### config.mk
export PLATFORM = sky130hd
export DESIGN_NAME = useq_fsm
export DESIGN_NICKNAME = d
export VERILOG_FILES = /design/src/rtl/useq_pkg.sv /design/src/rtl/useq_stack.sv /design/src/rtl/useq_fsm.sv
export SDC_FILE = /design/constraint.sdc
export NUM_CORES = 1
export LEC_CHECK = 0
export ABC_AREA = 0
export BUFFER_PORTS_ARGS = -buffer_cell sky130_fd_sc_hd__buf_2
export CELL_PAD_IN_SITES_DETAIL_PLACEMENT = 1
export CELL_PAD_IN_SITES_GLOBAL_PLACEMENT = 1
export CORE_UTILIZATION = 35
export DETAILED_ROUTE_END_ITERATION = 16
export PLACE_DENSITY_LB_ADDON = 0.15
export SLEW_MARGIN = 20
export SYNTH_ARGS = -nofsm -noshare
export SYNTH_HDL_FRONTEND = slang
export SYNTH_SLANG_ARGS = --single-unit
### constraint.sdc
create_clock -name clk -period 3.6 [get_ports clk]
set_input_delay 0.72 -clock clk [delete_from_list [all_inputs] [get_ports clk]]
set_output_delay 0.72 -clock clk [all_outputs]
set_load 0.01 [all_outputs]
### src/rtl/useq_pkg.sv
// Shared opcodes, microword layout helpers and width functions for the useq microcode sequencer.
package useq_pkg;

  localparam logic [2:0] OP_SEQ  = 3'd0;
  localparam logic [2:0] OP_DISP = 3'd1;
  localparam logic [2:0] OP_JMP  = 3'd2;
  localparam logic [2:0] OP_HOLD = 3'd3;
  localparam logic [2:0] OP_ZERO = 3'd4;
  localparam logic [2:0] OP_CALL = 3'd5;
  localparam logic [2:0] OP_RET  = 3'd6;
  localparam logic [2:0] OP_BRY  = 3'd7;

  localparam int unsigned TGT_LSB = 0;

  // Table-select width never drops below one bit, even with a single dispatch table.
  function automatic int unsigned ts_w(input int unsigned ndisp);
    return (ndisp > 1) ? $clog2(ndisp) : 1;
  endfunction

  function automatic int unsigned addr_w(input int unsigned state_w, input int unsigned ndisp,
                                         input int unsigned y_w);
    return state_w + ts_w(ndisp) + y_w;
  endfunction

  function automatic int unsigned word_w(input int unsigned state_w, input int unsigned ndisp);
    return 3 + ts_w(ndisp) + state_w;
  endfunction

  function automatic int unsigned tsel_lsb(input int unsigned state_w);
    return state_w;
  endfunction

  function automatic int unsigned op_lsb(input int unsigned state_w, input int unsigned ndisp);
    return state_w + ts_w(ndisp);
  endfunction

endpackage

### src/rtl/useq_stack.sv
// Return-address LIFO for the useq sequencer; pushes when full and pops when empty are dropped.
module useq_stack #(
  parameter int unsigned W = 4,
  parameter int unsigned D = 2,
  localparam int unsigned LW = $clog2(D + 1)
) (
  input  logic          clk,
  input  logic          rst_n,
  input  logic          push_i,
  input  logic          pop_i,
  input  logic [W-1:0]  data_i,
  output logic [W-1:0]  top_o,
  output logic [LW-1:0] lvl_o,
  output logic          ovf_o,
  output logic          unf_o
);

  localparam int unsigned IW = (D > 1) ? $clog2(D) : 1;

  logic [W-1:0]  mem_q [D];
  logic [LW-1:0] lvl_q, lvl_d;
  logic [IW-1:0] wr_idx, rd_idx;
  logic          full, empty;

  assign full   = (lvl_q == LW'(D));
  assign empty  = (lvl_q == '0);
  assign wr_idx = IW'(lvl_q);
  assign rd_idx = IW'(lvl_q - LW'(1));

  always_comb begin
    lvl_d = lvl_q;
    if (push_i && !full) begin
      lvl_d = lvl_q + LW'(1);
    end else if (pop_i && !empty) begin
      lvl_d = lvl_q - LW'(1);
    end
  end

  always_ff @(posedge clk or negedge rst_n) begin
    if (!rst_n) begin
      lvl_q <= '0;
    end else begin
      lvl_q <= lvl_d;
    end
  end

  always_ff @(posedge clk) begin
    if (push_i && !full) begin
      mem_q[wr_idx] <= data_i;
    end
  end

  // ovf/unf mark the levels at which a push/pop would be dropped.
  assign top_o = mem_q[rd_idx];
  assign lvl_o = lvl_q;
  assign ovf_o = full;
  assign unf_o = empty;

endmodule

### src/rtl/useq_fsm.sv
// Programmable microcode sequencer: writable microword ROM and dispatch tables, call stack and a
// sticky error flag for out-of-range targets and stack faults.
module useq_fsm
  import useq_pkg::*;
#(
  parameter int unsigned STATE_W = 4,
  parameter int unsigned DEPTH   = 13,
  parameter int unsigned Y_W     = 2,
  parameter int unsigned NDISP   = 2,
  parameter int unsigned STK_D   = 2,
  localparam int unsigned TS_W   = ts_w(NDISP),
  localparam int unsigned AW     = addr_w(STATE_W, NDISP, Y_W),
  localparam int unsigned CW     = word_w(STATE_W, NDISP),
  localparam int unsigned LW     = $clog2(STK_D + 1)
) (
  input  logic               clk,
  input  logic               rst_n,
  input  logic               en_i,
  input  logic [Y_W-1:0]     y_i,
  input  logic               cfg_we_i,
  input  logic               cfg_sel_i,
  input  logic [AW-1:0]      cfg_addr_i,
  input  logic [CW-1:0]      cfg_data_i,
  output logic [STATE_W-1:0] state_o,
  output logic [2:0]         op_o,
  output logic [LW-1:0]      stk_lvl_o,
  output logic               err_o
);

  localparam int unsigned DW = TS_W + Y_W;
  localparam int unsigned OpLsb = op_lsb(STATE_W, NDISP);
  localparam int unsigned TselLsb = tsel_lsb(STATE_W);

  // Sized to the full state space so any state indexes it; only words below DEPTH are written.
  logic [CW-1:0]      urom_q [2**STATE_W];
  logic [STATE_W-1:0] disp_q [2**DW];

  logic [STATE_W-1:0] state_q, state_d, nxt, inc, tgt, stk_top;
  logic               err_q, err_d, fault, push, pop, stk_full, stk_empty;
  logic [CW-1:0]      word;
  logic [2:0]         op;
  logic [TS_W-1:0]    tsel;
  logic               tsel_ok;
  logic [DW-1:0]      didx;
  logic               unused_cfg_addr;

  assign unused_cfg_addr = ^cfg_addr_i;

  always_ff @(posedge clk) begin
    if (cfg_we_i) begin
      if (cfg_sel_i) begin
        disp_q[cfg_addr_i[DW-1:0]] <= cfg_data_i[STATE_W-1:0];
      end else if (32'(cfg_addr_i[STATE_W-1:0]) < DEPTH) begin
        urom_q[cfg_addr_i[STATE_W-1:0]] <= cfg_data_i;
      end
    end
  end

  assign word    = urom_q[state_q];
  assign op      = word[OpLsb +: 3];
  assign tsel    = word[TselLsb +: TS_W];
  assign tgt     = word[TGT_LSB +: STATE_W];
  assign inc     = state_q + STATE_W'(1);
  assign tsel_ok = (32'(tsel) < NDISP);
  assign didx    = tsel_ok ? {tsel, y_i} : {TS_W'(0), y_i};

  always_comb begin
    nxt   = '0;
    push  = 1'b0;
    pop   = 1'b0;
    fault = 1'b0;
    unique case (op)
      OP_SEQ:  nxt = inc;
      OP_DISP: begin
        nxt   = disp_q[didx];
        fault = !tsel_ok;
      end
      OP_JMP:  nxt = tgt;
      OP_HOLD: nxt = (y_i != '0) ? state_q : inc;
      OP_ZERO: nxt = '0;
      OP_CALL: begin
        push  = 1'b1;
        fault = stk_full;
        nxt   = tgt;
      end
      OP_RET: begin
        if (stk_empty) begin
          fault = 1'b1;
        end else begin
          pop = 1'b1;
          nxt = stk_top;
        end
      end
      OP_BRY:  nxt = (y_i == '0) ? tgt : inc;
    endcase
    if (32'(nxt) >= DEPTH) begin
      nxt   = '0;
      fault = 1'b1;
    end
    state_d = en_i ? nxt : state_q;
    err_d   = err_q | (en_i & fault);
  end

  always_ff @(posedge clk or negedge rst_n) begin
    if (!rst_n) begin
      state_q <= '0;
      err_q   <= 1'b0;
    end else begin
      state_q <= state_d;
      err_q   <= err_d;
    end
  end

  useq_stack #(
    .W (STATE_W),
    .D (STK_D)
  ) u_stack (
    .clk    (clk),
    .rst_n  (rst_n),
    .push_i (en_i & push),
    .pop_i  (en_i & pop),
    .data_i (inc),
    .top_o  (stk_top),
    .lvl_o  (stk_lvl_o),
    .ovf_o  (stk_full),
    .unf_o  (stk_empty)
  );

  assign state_o = state_q;
  assign op_o    = op;
  assign err_o   = err_q;

endmodule

==> metrics.md, run 1 <==
| Metric | Value |
|---|---|
| Outcome | `completed` |
| DR vias | `3981` |
| DRT Wirelength | `17.36 mm` |
| Reg2reg end | `err_o$_DFF_PN0_` |
| Total Routing Usage GR | `0.1702` |
| Max incr delay on CP | `0.70 ns` |
| Die Y-Extent | `148.3 microns` |
| Routed vias/inst | `5.071` |
| Initial Util | `0.3565` |
| Yosys warns | `0` |
| Switch share | `0.3273` |
| Maximum vdd drop | `0.0003187 V` |
| Reg area | `0.005221 sq mm` |
| Sequential power share | `0.365` |
| Combinational Power Share | `0.345` |
| Worst endpoint data arrival time | `2.64 ns` |
| Die Area | `0.02200 sq mm` |
| Num ports | `32` |
| Total clock sinks | `175` |
| Worst path required time | `2.88 ns` |
| GR Overflow Total | `0` |
| Root Buffer | `clkbuf_16` |
| Core Region | `0.02102 sq mm` |
| Largest family of logic cells by synthesized area | `multiplexers` |
| Mapped Cells | `418` |
| Post-cts sizing count | `0` |
| Post-synth top flop | `edfxtp_1` |
| Post-Synth XOR/XNOR Area | `0.005843` |
| Vias in the first global route | `4352` |
| Multiplexer share of the synthesized area | `0.1466` |
| Die extent in x | `148.3 microns` |
| Clk_skew | `0.008821 ns` |
| Worst-path maximum fanout | `17` |
| Final setup vio count | `0` |
| Internal power | `0.004602 W` |
| Htree depth | `4` |
| Average instance area after synthesis | `17.93 sq um` |
| Footprint of the multi-input gates | `0.002132 sq mm` |
| Area growth, synth to finish | `16.98%` |
| Worst setup path category | `flop to primary output` |
| Max-slew violations | `0` |
| Crit end category | `primary output` |
| Clock power frac | `0.290` |
| Synth async-reset ratio | `0.04000` |
| Fmax | `297.5 MHz` |
| Post-Synth Simple-Gate Area | `0.05559` |
| Clock Latency Late Sink | `0.43 ns` |
| Max Root-Sink Buffers | `2` |
| Routability cong. | `0.7269` |
| Fin. Hold Viols | `0` |
| Pleak | `3.021 nW` |
| Sw power | `0.002239 W` |
| Avg WL per Cell | `22.12 microns` |
| EDFF count, synth | `168` |
| First-pass GRT wire length | `26.52 mm` |
| CP max-delay cell | `dfrtp_2` |
| Final period util | `0.9338` |
| Max cap viols | `0` |
| Inserted Diodes | `0` |
| CTS clk-pin slew, worst paths | `0.07 ns` |
| Slew headroom | `0.5429` |
| Post-synthesis compound-gate area fraction | `0.05826` |
| Row Count | `53` |
| Setup tns final | `0 ns` |
| Hold_buf cts | `0` |
| DRT iter0 DRCs | `230` |
| Crit path time final | `3.362 ns` |
| RSZ-0062 raised after global routing | `false` |
| Reg2Reg Launch Point | `state_o[0]$_DFFE_PN0P_` |
| CP Cell Sequence | `mux2i_1, a221oi_1, o21ai_1, and2_4, inv_2, buf_2` |
| Actual slew at the worst max-slew pin | `0.6856 ns` |
| Hold Slack | `0.1052 ns` |
| HP Class | `input port to asynchronous set/reset pin` |
| Postcts setup bufs | `0` |
| R2R cell count | `8` |
| Reg2reg setup slack | `0.25 ns` |
| Dpl hpwl | `11.75 mm` |
| DRT Pass-1 Iters | `4` |
| Initial antenna violation count | `0` |
| Layout cells sized above 1 | `0.2725` |
| Port bufs | `28` |
| Detail Route Antenna Nets | `0` |
| Register area share after synthesis | `0.6965` |
| Adder-cell share of the synthesized area | `0.005008` |
| Startpoint types | `flop` |
| CTS tree | `yes` |
| #FFs+latches synth | `175` |
| Clock buffer count from CTS | `17` |
| PD cells | `780.2 mW/mm^2` |
| Number of distinct library cells after synthesis | `66` |
| Post-synthesis instance area | `0.007495 sq mm` |
| Fill cells | `2064` |
| Largest net degree at the start of global routing | `25` |
| Post-route DRC | `0` |
| Final net count | `522` |
-- kinds of logic (layout without fill, tap and decap cells) --
family / Yosys count / count (layout)
buffers and inverters: 36 / 105
adder cells (fa/ha/maj): 3 / 3
multiplexers: 66 / 66
AND/OR/NAND/NOR: 81 / 81
AO/OA/AOI/OAI: 51 / 51
other: 1 / 24
XOR/XNOR: 5 / 5
flip-flops: 175 / 175
-- layer usage --
layer	GRT usage	up-vias	share of wire
met5	0	-	0
met4	0.04639	0	0.0085
met3	0.03620	12	0.030
met2	0.2833	69	0.50
met1	0.2254	2073	0.46
li1	-	1827	-
-- layout make-up --
class | count | area share
Clock buffer | 18 | 0.04895
Timing Repair Buffer | 58 | 0.04310
Sequential cell | 175 | 0.5955
Multi-Input combinational cell | 230 | 0.2432
Inverter | 15 | 0.006422
Tap cell | 275 | 0.03925
Clock inverter | 14 | 0.02355
-- through the flow --
step | std cells | cell area, sq um | total power [W] | setup slack (ns) | utilization
after floorplan | 441 | 7581 | 0.004239 | 0.6753 | -
after global placement | 753 | 8129 | 0.004883 | 0.2229 | 0.3867
after detailed placement | 753 | 8129 | 0.004923 | 0.1678 | 0.3867
after CTS | 785 | 8765 | 0.006918 | 0.1270 | 0.4169
after global routing | 785 | 8767 | 0.007173 | 0.02393 | 0.4171
final | 785 | 8767 | 0.006840 | 0.2383 | 0.4171
-- power by group through the flow --
stage | clock [W] | combinational, W | sequential (W)
floorplan | 0 | 0.00179 | 0.00245
global route | 0.00209 | 0.00256 | 0.00252
global placement | 0 | 0.00234 | 0.00254
CTS | 0.00202 | 0.00239 | 0.00251
detailed placement | 0 | 0.00237 | 0.00255
finish | 0.00198 | 0.00236 | 0.00250
-- layout by cell type (no fill, tap or decap), types with 2 or more instances in the layout --
cell | Yosys | layout
and2_4 | 2 | 2
mux4_1 | 8 | 8
nor3_1 | 2 | 2
nor2b_1 | 3 | 3
xnor2_1 | 4 | 4
o211ai_1 | 2 | 2
buf_4 | 3 | 29
or2_2 | 2 | 2
o31ai_1 | 2 | 2
dfrtp_1 | 7 | 6
inv_6 | 0 | 3
nor4b_1 | 3 | 3
nand3_1 | 6 | 6
or3_1 | 2 | 2
clkbuf_16 | 0 | 17
mux2i_1 | 28 | 28
a22oi_1 | 2 | 2
a221oi_1 | 8 | 8
o221a_2 | 2 | 2
buf_2 | 2 | 28
clkinv_4 | 0 | 5
mux4_2 | 24 | 24
o22ai_1 | 2 | 2
bufinv_16 | 0 | 4
mux2_2 | 6 | 6
inv_2 | 2 | 2
edfxtp_1 | 168 | 168
conb_1 | 1 | 24
inv_1 | 13 | 13
ha_1 | 3 | 3
nand2_1 | 14 | 14
o21ai_0 | 8 | 8
nor2_1 | 28 | 27
a21oi_1 | 3 | 3
nand4_1 | 4 | 4
or4_1 | 2 | 2
nand2b_1 | 7 | 7
-- worst max-delay path: cells and delay by family (launching register included) --
kind | cells | cell delay (ns)
compound gates | 2 | 0.74
simple gates | 1 | 0.22
buf+inv | 2 | 0.40
flops | 1 | 0.70
mux | 1 | 0.14
-- state kept, by name (all words and copies together), names as in the netlist --
| signal | flops |
|---|---|
| urom_q | 128 |
| err_o | 1 |
| state_o | 4 |
| disp_q | 32 |
| u_stack.lvl_o | 2 |
| u_stack.mem_q | 8 |
-- synthesized netlist by cell type, types with 3 or more instances --
| cell type | n | area share |
|---|---|---|
| buf_4 | 3 | 0.0030 |
| a221oi_1 | 8 | 0.0093 |
| mux2_2 | 6 | 0.0090 |
| mux4_1 | 8 | 0.028 |
| nand3_1 | 6 | 0.0040 |
| nand2_1 | 14 | 0.0070 |
| clkbuf_1 | 6 | 0.0030 |
| xnor2_1 | 4 | 0.0047 |
| mux4_2 | 24 | 0.072 |
| edfxtp_1 | 168 | 0.67 |
| nor2b_1 | 3 | 0.0025 |
| mux2i_1 | 28 | 0.037 |
| o21ai_0 | 8 | 0.0053 |
| nor4b_1 | 3 | 0.0035 |
| inv_1 | 13 | 0.0065 |
| nor2_1 | 28 | 0.014 |
| a21oi_1 | 3 | 0.0020 |
| buf_6 | 6 | 0.0090 |
| dfrtp_1 | 7 | 0.023 |
| nand4_1 | 4 | 0.0033 |
| ha_1 | 3 | 0.0050 |
| nand2b_1 | 7 | 0.0058 |
-- how the worst max path moves through the flow --
stage / cells past startpoint / from / end / slack (ns)
2_1_floorplan: 11 / state_o[2]$_DFFE_PN0P_ / u_stack.mem_q[0][0]$_DFFE_PP_ / 0.68
3_3_place_gp: 10 / state_o[0]$_DFFE_PN0P_ / state_o[3]$_DFFE_PN0P_ / 0.22
3_5_place_dp: 10 / state_o[0]$_DFFE_PN0P_ / state_o[2]$_DFFE_PN0P_ / 0.17
4_1_cts: 10 / state_o[0]$_DFFE_PN0P_ / state_o[3]$_DFFE_PN0P_ / 0.13
5_1_grt: 8 / state_o[0]$_DFFE_PN0P_ / u_stack.mem_q[1][0]$_DFFE_PP_ / 0.02
6_report: 6 / state_o[0]$_DFFE_PN0P_ / op_o[0] / 0.24
(Power assumes the default switching activity.)
==> inputs of run 2 (changes only) <==
clock period = 3.9 ns   (was 3.6 ns; I/O delays follow)
==> metrics.md, run 2 (synthesis results as in run 1) <==
| Metric | Value |
|---|---|
| DRT Pass-1 Iters | `4` |
| Initial antenna violation count | `0` |
| Routability cong. | `0.7448` |
| Max cap viols | `0` |
| Actual slew at the worst max-slew pin | `1.045 ns` |
| Hold_buf cts | `0` |
| CP max-delay cell | `a31oi_2` |
| Worst-path maximum fanout | `18` |
| Clock Latency Late Sink | `0.43 ns` |
| Setup WS pre-CTS | `0.3462 ns` |
| Tot Pwr | `0.006085 W` |
| Port bufs | `28` |
| Fmax | `271.0 MHz` |
| HP Class | `input port to asynchronous set/reset pin` |
| Most common cell after layout, fill and taps aside | `edfxtp_1` |
| PD cells | `702.8 mW/mm^2` |
| Dpl hpwl | `11.13 mm` |
| Die Y-Extent | `148.3 microns` |
| Post-cts sizing count | `0` |
| Combinational Power Share | `0.358` |
| Root Buffer | `clkbuf_16` |
| GR Overflow Total | `0` |
| Final setup vio count | `0` |
| Sequential power share | `0.375` |
| Area growth, synth to finish | `15.53%` |
| Largest net degree at the start of global routing | `26` |
| DR vias | `3937` |
| Avg WL per Cell | `21.13 microns` |
| Outcome | `completed` |
| Fin. Hold Viols | `0` |
| Fill cells | `2072` |
| Post-route cell area | `0.008658 sq mm` |
| Maximum vdd drop | `0.0003377 V` |
| Post-route DRC | `0` |
| CP Cell Sequence | `buf_4, mux2i_1, nand2_1, o21ai_0, a31oi_2, buf_2` |
| Total clock sinks | `175` |
| Most frequent cells in the layout | `edfxtp_1, nor2_1, mux2i_1, buf_2` |
| Initial Util | `0.3565` |
| Htree depth | `4` |
| Pleak | `2.942 nW` |
| Vias in the first global route | `4170` |
| Layout cells sized above 1 | `0.2599` |
| Final net count | `516` |
| Clock power frac | `0.267` |
| Final setup margin | `0.2095 ns` |
| Final period util | `0.9463` |
| Die Area | `0.02200 sq mm` |
| Sw power | `0.002043 W` |
| Max-slew violations | `0` |
| Inserted Diodes | `0` |
| Area post-placement | `0.008097 sq mm` |
| Worst setup path category | `flop to primary output` |
| Setup tns final | `0 ns` |
| Clock buffer count from CTS | `17` |
| Worst endpoint data arrival time | `2.91 ns` |
| RSZ-0062 raised after global routing | `false` |
| Switch share | `0.3357` |
| DRT Wirelength | `16.46 mm` |
| Max reg flops | `128` |
| CTS tree | `yes` |
| Detail Route Antenna Nets | `0` |
| Crit path time final | `3.691 ns` |
| Die extent in x | `148.3 microns` |
| Num ports | `32` |
| Hold Slack | `0.1849 ns` |
| Postcts setup bufs | `0` |
| CTS clk-pin slew, worst paths | `0.06 ns` |
| Worst path required time | `3.12 ns` |
| Max Root-Sink Buffers | `2` |
| Slew headroom | `0.3008` |
| Total Routing Usage GR | `0.1617` |
| Max incr delay on CP | `0.84 ns` |
| Crit end category | `primary output` |
| Clk_skew | `0.01014 ns` |
| DRT iter0 DRCs | `158` |
| First-pass GRT wire length | `25.21 mm` |
| Row Count | `53` |
| Routed vias/inst | `5.054` |
| Startpoint types | `flop` |
| Core Region | `0.02102 sq mm` |
| Internal power | `0.004042 W` |
==> run 2: cell types whose count changed in the layout (fill, tap and decap cells not counted), moves of 2 or more <==
cell	change
clkinvlp_4	+5
inv_8	+2
bufinv_16	-3
clkinv_4	-4
inv_6	-2
clkinv_1	+2
buf_4	-7
==> run 2: per-layer routing <==
metal	up-vias	GRT usage	part of all wire
met3	17	0.03282	0.027
met1	2052	0.2158	0.46
li1	1814	-	-
met4	0	0.05515	0.011
met2	54	0.2636	0.50
met5	-	0	0
==> run 2: final cells by class <==
class                   instances  area, sq um  share of cell area
flip-flops and latches        175         5221              0.6030
multi-input cells             230         2130              0.2460
clock buffers                  17        425.4             0.04913
repair buffers                 52        345.3             0.03988
well taps                     275        344.1             0.03974
clock inverters                15        136.4             0.01575
inverters                      15        56.30            0.006503
==> run 2: stage by stage <==
step	instances	utilization
floorplan	441	-
global placement	747	0.3852
detailed placement	747	0.3852
CTS	779	0.4119
global route	779	0.4119
finish	779	0.4119
==> run 2: worst max-delay path: cells and delay by family (launching register included) <==
family          cells  cell delay, ns
buf+inv             2            0.54
flops               1            0.76
mux                 1            0.10
simple gates        1            0.13
compound gates      2            0.96
==> run 2: worst paths after layout <==
path / start / endpoint / slack [ns] / cells past startpoint
min in group clk: err_o$_DFF_PN0_ / err_o$_DFF_PN0_ / 0.49 / 2
hold / removal: rst_n / u_stack.lvl_o[1]$_DFFE_PN0P_ / 0.18 / 1
setup reg to reg: state_o[0]$_DFFE_PN0P_ / u_stack.mem_q[1][2]$_DFFE_PP_ / 0.39 / 9
setup / recovery: state_o[0]$_DFFE_PN0P_ / op_o[2] / 0.21 / 6
hold reg to reg: err_o$_DFF_PN0_ / err_o$_DFF_PN0_ / 0.49 / 2
max in group asynchronous: rst_n / state_o[0]$_DFFE_PN0P_ / 3.53 / 1
==> run 2: power groups by stage <==
stage,clock [W],sequential (W),combinational (W)
final,0.00162,0.00228,0.00218
after global routing,0.00173,0.00230,0.00237
after CTS,0.00166,0.00229,0.00222
after detailed placement,0,0.00233,0.00220
after global placement,0,0.00233,0.00216
after floorplan,0,0.00226,0.00165
==> inputs of run 3 (changes only) <==
PLACE_DENSITY_LB_ADDON = 0.1   (was 0.15)
==> metrics.md, run 3 (synthesis results as in run 1) <==
| Metric | Value |
|---|---|
| Clock buffer count from CTS | `17` |
| First-pass GRT wire length | `26.53 mm` |
| Layout cells sized above 1 | `0.2763` |
| DR vias | `3991` |
| Crit path time final | `3.506 ns` |
| Max cap viols | `0` |
| Switch share | `0.3247` |
| Final setup vio count | `0` |
| Max Root-Sink Buffers | `2` |
| Setup tns final | `0 ns` |
| Worst-path maximum fanout | `17` |
| Initial Util | `0.3565` |
| Routability cong. | `0.7155` |
| Area post-placement | `0.008184 sq mm` |
| Sequential power share | `0.358` |
| Most frequent cells in the layout | `edfxtp_1, buf_4, nor2_1, mux2i_1, buf_2` |
| Max incr delay on CP | `0.78 ns` |
| Internal power | `0.004297 W` |
| Post-route DRC | `0` |
| Die extent in x | `148.3 microns` |
| Max reg flops | `128` |
| Sw power | `0.002066 W` |
| Post-cts sizing count | `0` |
| Clock Latency Late Sink | `0.43 ns` |
| HP Class | `input port to asynchronous set/reset pin` |
| Largest net degree at the start of global routing | `25` |
| Total clock sinks | `175` |
| Fin. Hold Viols | `0` |
| Detail Route Antenna Nets | `0` |
| Worst path required time | `3.12 ns` |
| Worst endpoint data arrival time | `2.73 ns` |
| Worst setup path category | `flop to primary output` |
| Total Routing Usage GR | `0.1694` |
| Post-layout util | `0.4193` |
| DRT Pass-1 Iters | `4` |
| Startpoint types | `flop` |
| CP Cell Sequence | `buf_12, and2_4, nand2_1, o21ai_0, a31oi_2, buf_2` |
| Reg2reg end | `u_stack.mem_q[1][2]$_DFFE_PP_` |
| CTS clk-pin slew, worst paths | `0.07 ns` |
| RSZ-0062 raised after global routing | `false` |
| Final period util | `0.8990` |
| Final net count | `526` |
| DRT Wirelength | `17.12 mm` |
| Max-slew violations | `0` |
| Core Region | `0.02102 sq mm` |
| Routed vias/inst | `5.058` |
| Vias in the first global route | `4315` |
| Fmax | `285.2 MHz` |
| Dpl hpwl | `11.55 mm` |
| DRT iter0 DRCs | `225` |
| Most common cell after layout, fill and taps aside | `edfxtp_1` |
| Pleak | `3.038 nW` |
| Port bufs | `28` |
| Maximum vdd drop | `0.0003198 V` |
| Tot Pwr | `0.006363 W` |
| Clock power frac | `0.287` |
| Num ports | `32` |
| Post-route cell area | `0.008813 sq mm` |
| Slew headroom | `0.3423` |
| CTS tree | `yes` |
| Actual slew at the worst max-slew pin | `0.9829 ns` |
| PD cells | `722.0 mW/mm^2` |
| Inserted Diodes | `0` |
| R2R cell count | `10` |
| Initial antenna violation count | `0` |
| Root Buffer | `clkbuf_16` |
| Crit end category | `primary output` |
| GR Overflow Total | `0` |
| Reg2reg setup slack | `0.56 ns` |
| Postcts setup bufs | `0` |
| Htree depth | `4` |
| Combinational Power Share | `0.355` |
| Die Area | `0.02200 sq mm` |
| CP max-delay cell | `a31oi_2` |
| Area growth, synth to finish | `17.60%` |
| Avg WL per Cell | `21.70 microns` |
| Clk_skew | `0.008075 ns` |
| Hold_buf cts | `0` |
| Reg2Reg Launch Point | `state_o[2]$_DFFE_PN0P_` |
| Die Y-Extent | `148.3 microns` |
| Outcome | `completed` |
| Row Count | `53` |
[run 3: cell count changes in the layout (fill, tap and decap cells not counted)]
cell	change
buf_12	+1
clkinv_1	-1
inv_6	+3
bufinv_16	+3
buf_4	+9
clkinvlp_4	-3
inv_8	-2
[run 3: area by class of cell]
class,instances,area [sq um]
tap,275,344.1
clock buffer,17,425.4
clock inverter,15,203.9
sequential,175,5221
timing repair buffer,62,432.9
fill,2065,12210
inverter,15,56.30
multi-input combinational,230,2130
[run 3: stage by stage]
| stage | cells | hold slack (ns) | worst slack [ns] |
|---|---|---|---|
| floorplan | 441 | 0.4844 | 0.9753 |
| CTS | 789 | 0.1640 | 0.3179 |
| global placement | 757 | 0.4979 | 0.5845 |
| global route | 789 | 0.1684 | 0.1914 |
| finish | 789 | 0.1689 | 0.3937 |
| detailed placement | 757 | 0.5049 | 0.5470 |
[run 3: routing by layer]
metal	global-route usage	vias to the layer above	part of all wire
met2	0.2772	75	0.48
li1	-	1837	-
met5	0	-	0
met4	0.05258	0	0.013
met1	0.2299	2061	0.46
met3	0.02975	18	0.046
[run 3: power groups by stage]
stage	sequential (W)	combinational (W)	clock [W]
global placement	0.00232	0.00226	0
floorplan	0.00226	0.00165	0
global route	0.00229	0.00247	0.00193
finish	0.00228	0.00226	0.00183
detailed placement	0.00232	0.00230	0
CTS	0.00228	0.00231	0.00186
[run 3: worst max-delay path by stage]
stage	startpoint	endpoint	slack, ns	depth (start not counted)
final	state_o[2]$_DFFE_PN0P_	op_o[2]	0.39	6
after CTS	state_o[2]$_DFFE_PN0P_	op_o[2]	0.32	6
after global routing	state_o[2]$_DFFE_PN0P_	op_o[2]	0.19	5
after floorplan	state_o[2]$_DFFE_PN0P_	u_stack.mem_q[0][0]$_DFFE_PP_	0.98	11
after global placement	state_o[2]$_DFFE_PN0P_	state_o[0]$_DFFE_PN0P_	0.58	11
after detailed placement	state_o[2]$_DFFE_PN0P_	u_stack.mem_q[1][2]$_DFFE_PP_	0.55	8
[run 3: critical path, delay by kind of cell (launching register included)]
family                 cells  cell delay [ns]
buffers and inverters      2             0.52
and+or+nand+nor            2             0.28
AOI/OAI and AO/OA          2             0.89
DFF                        1             0.58
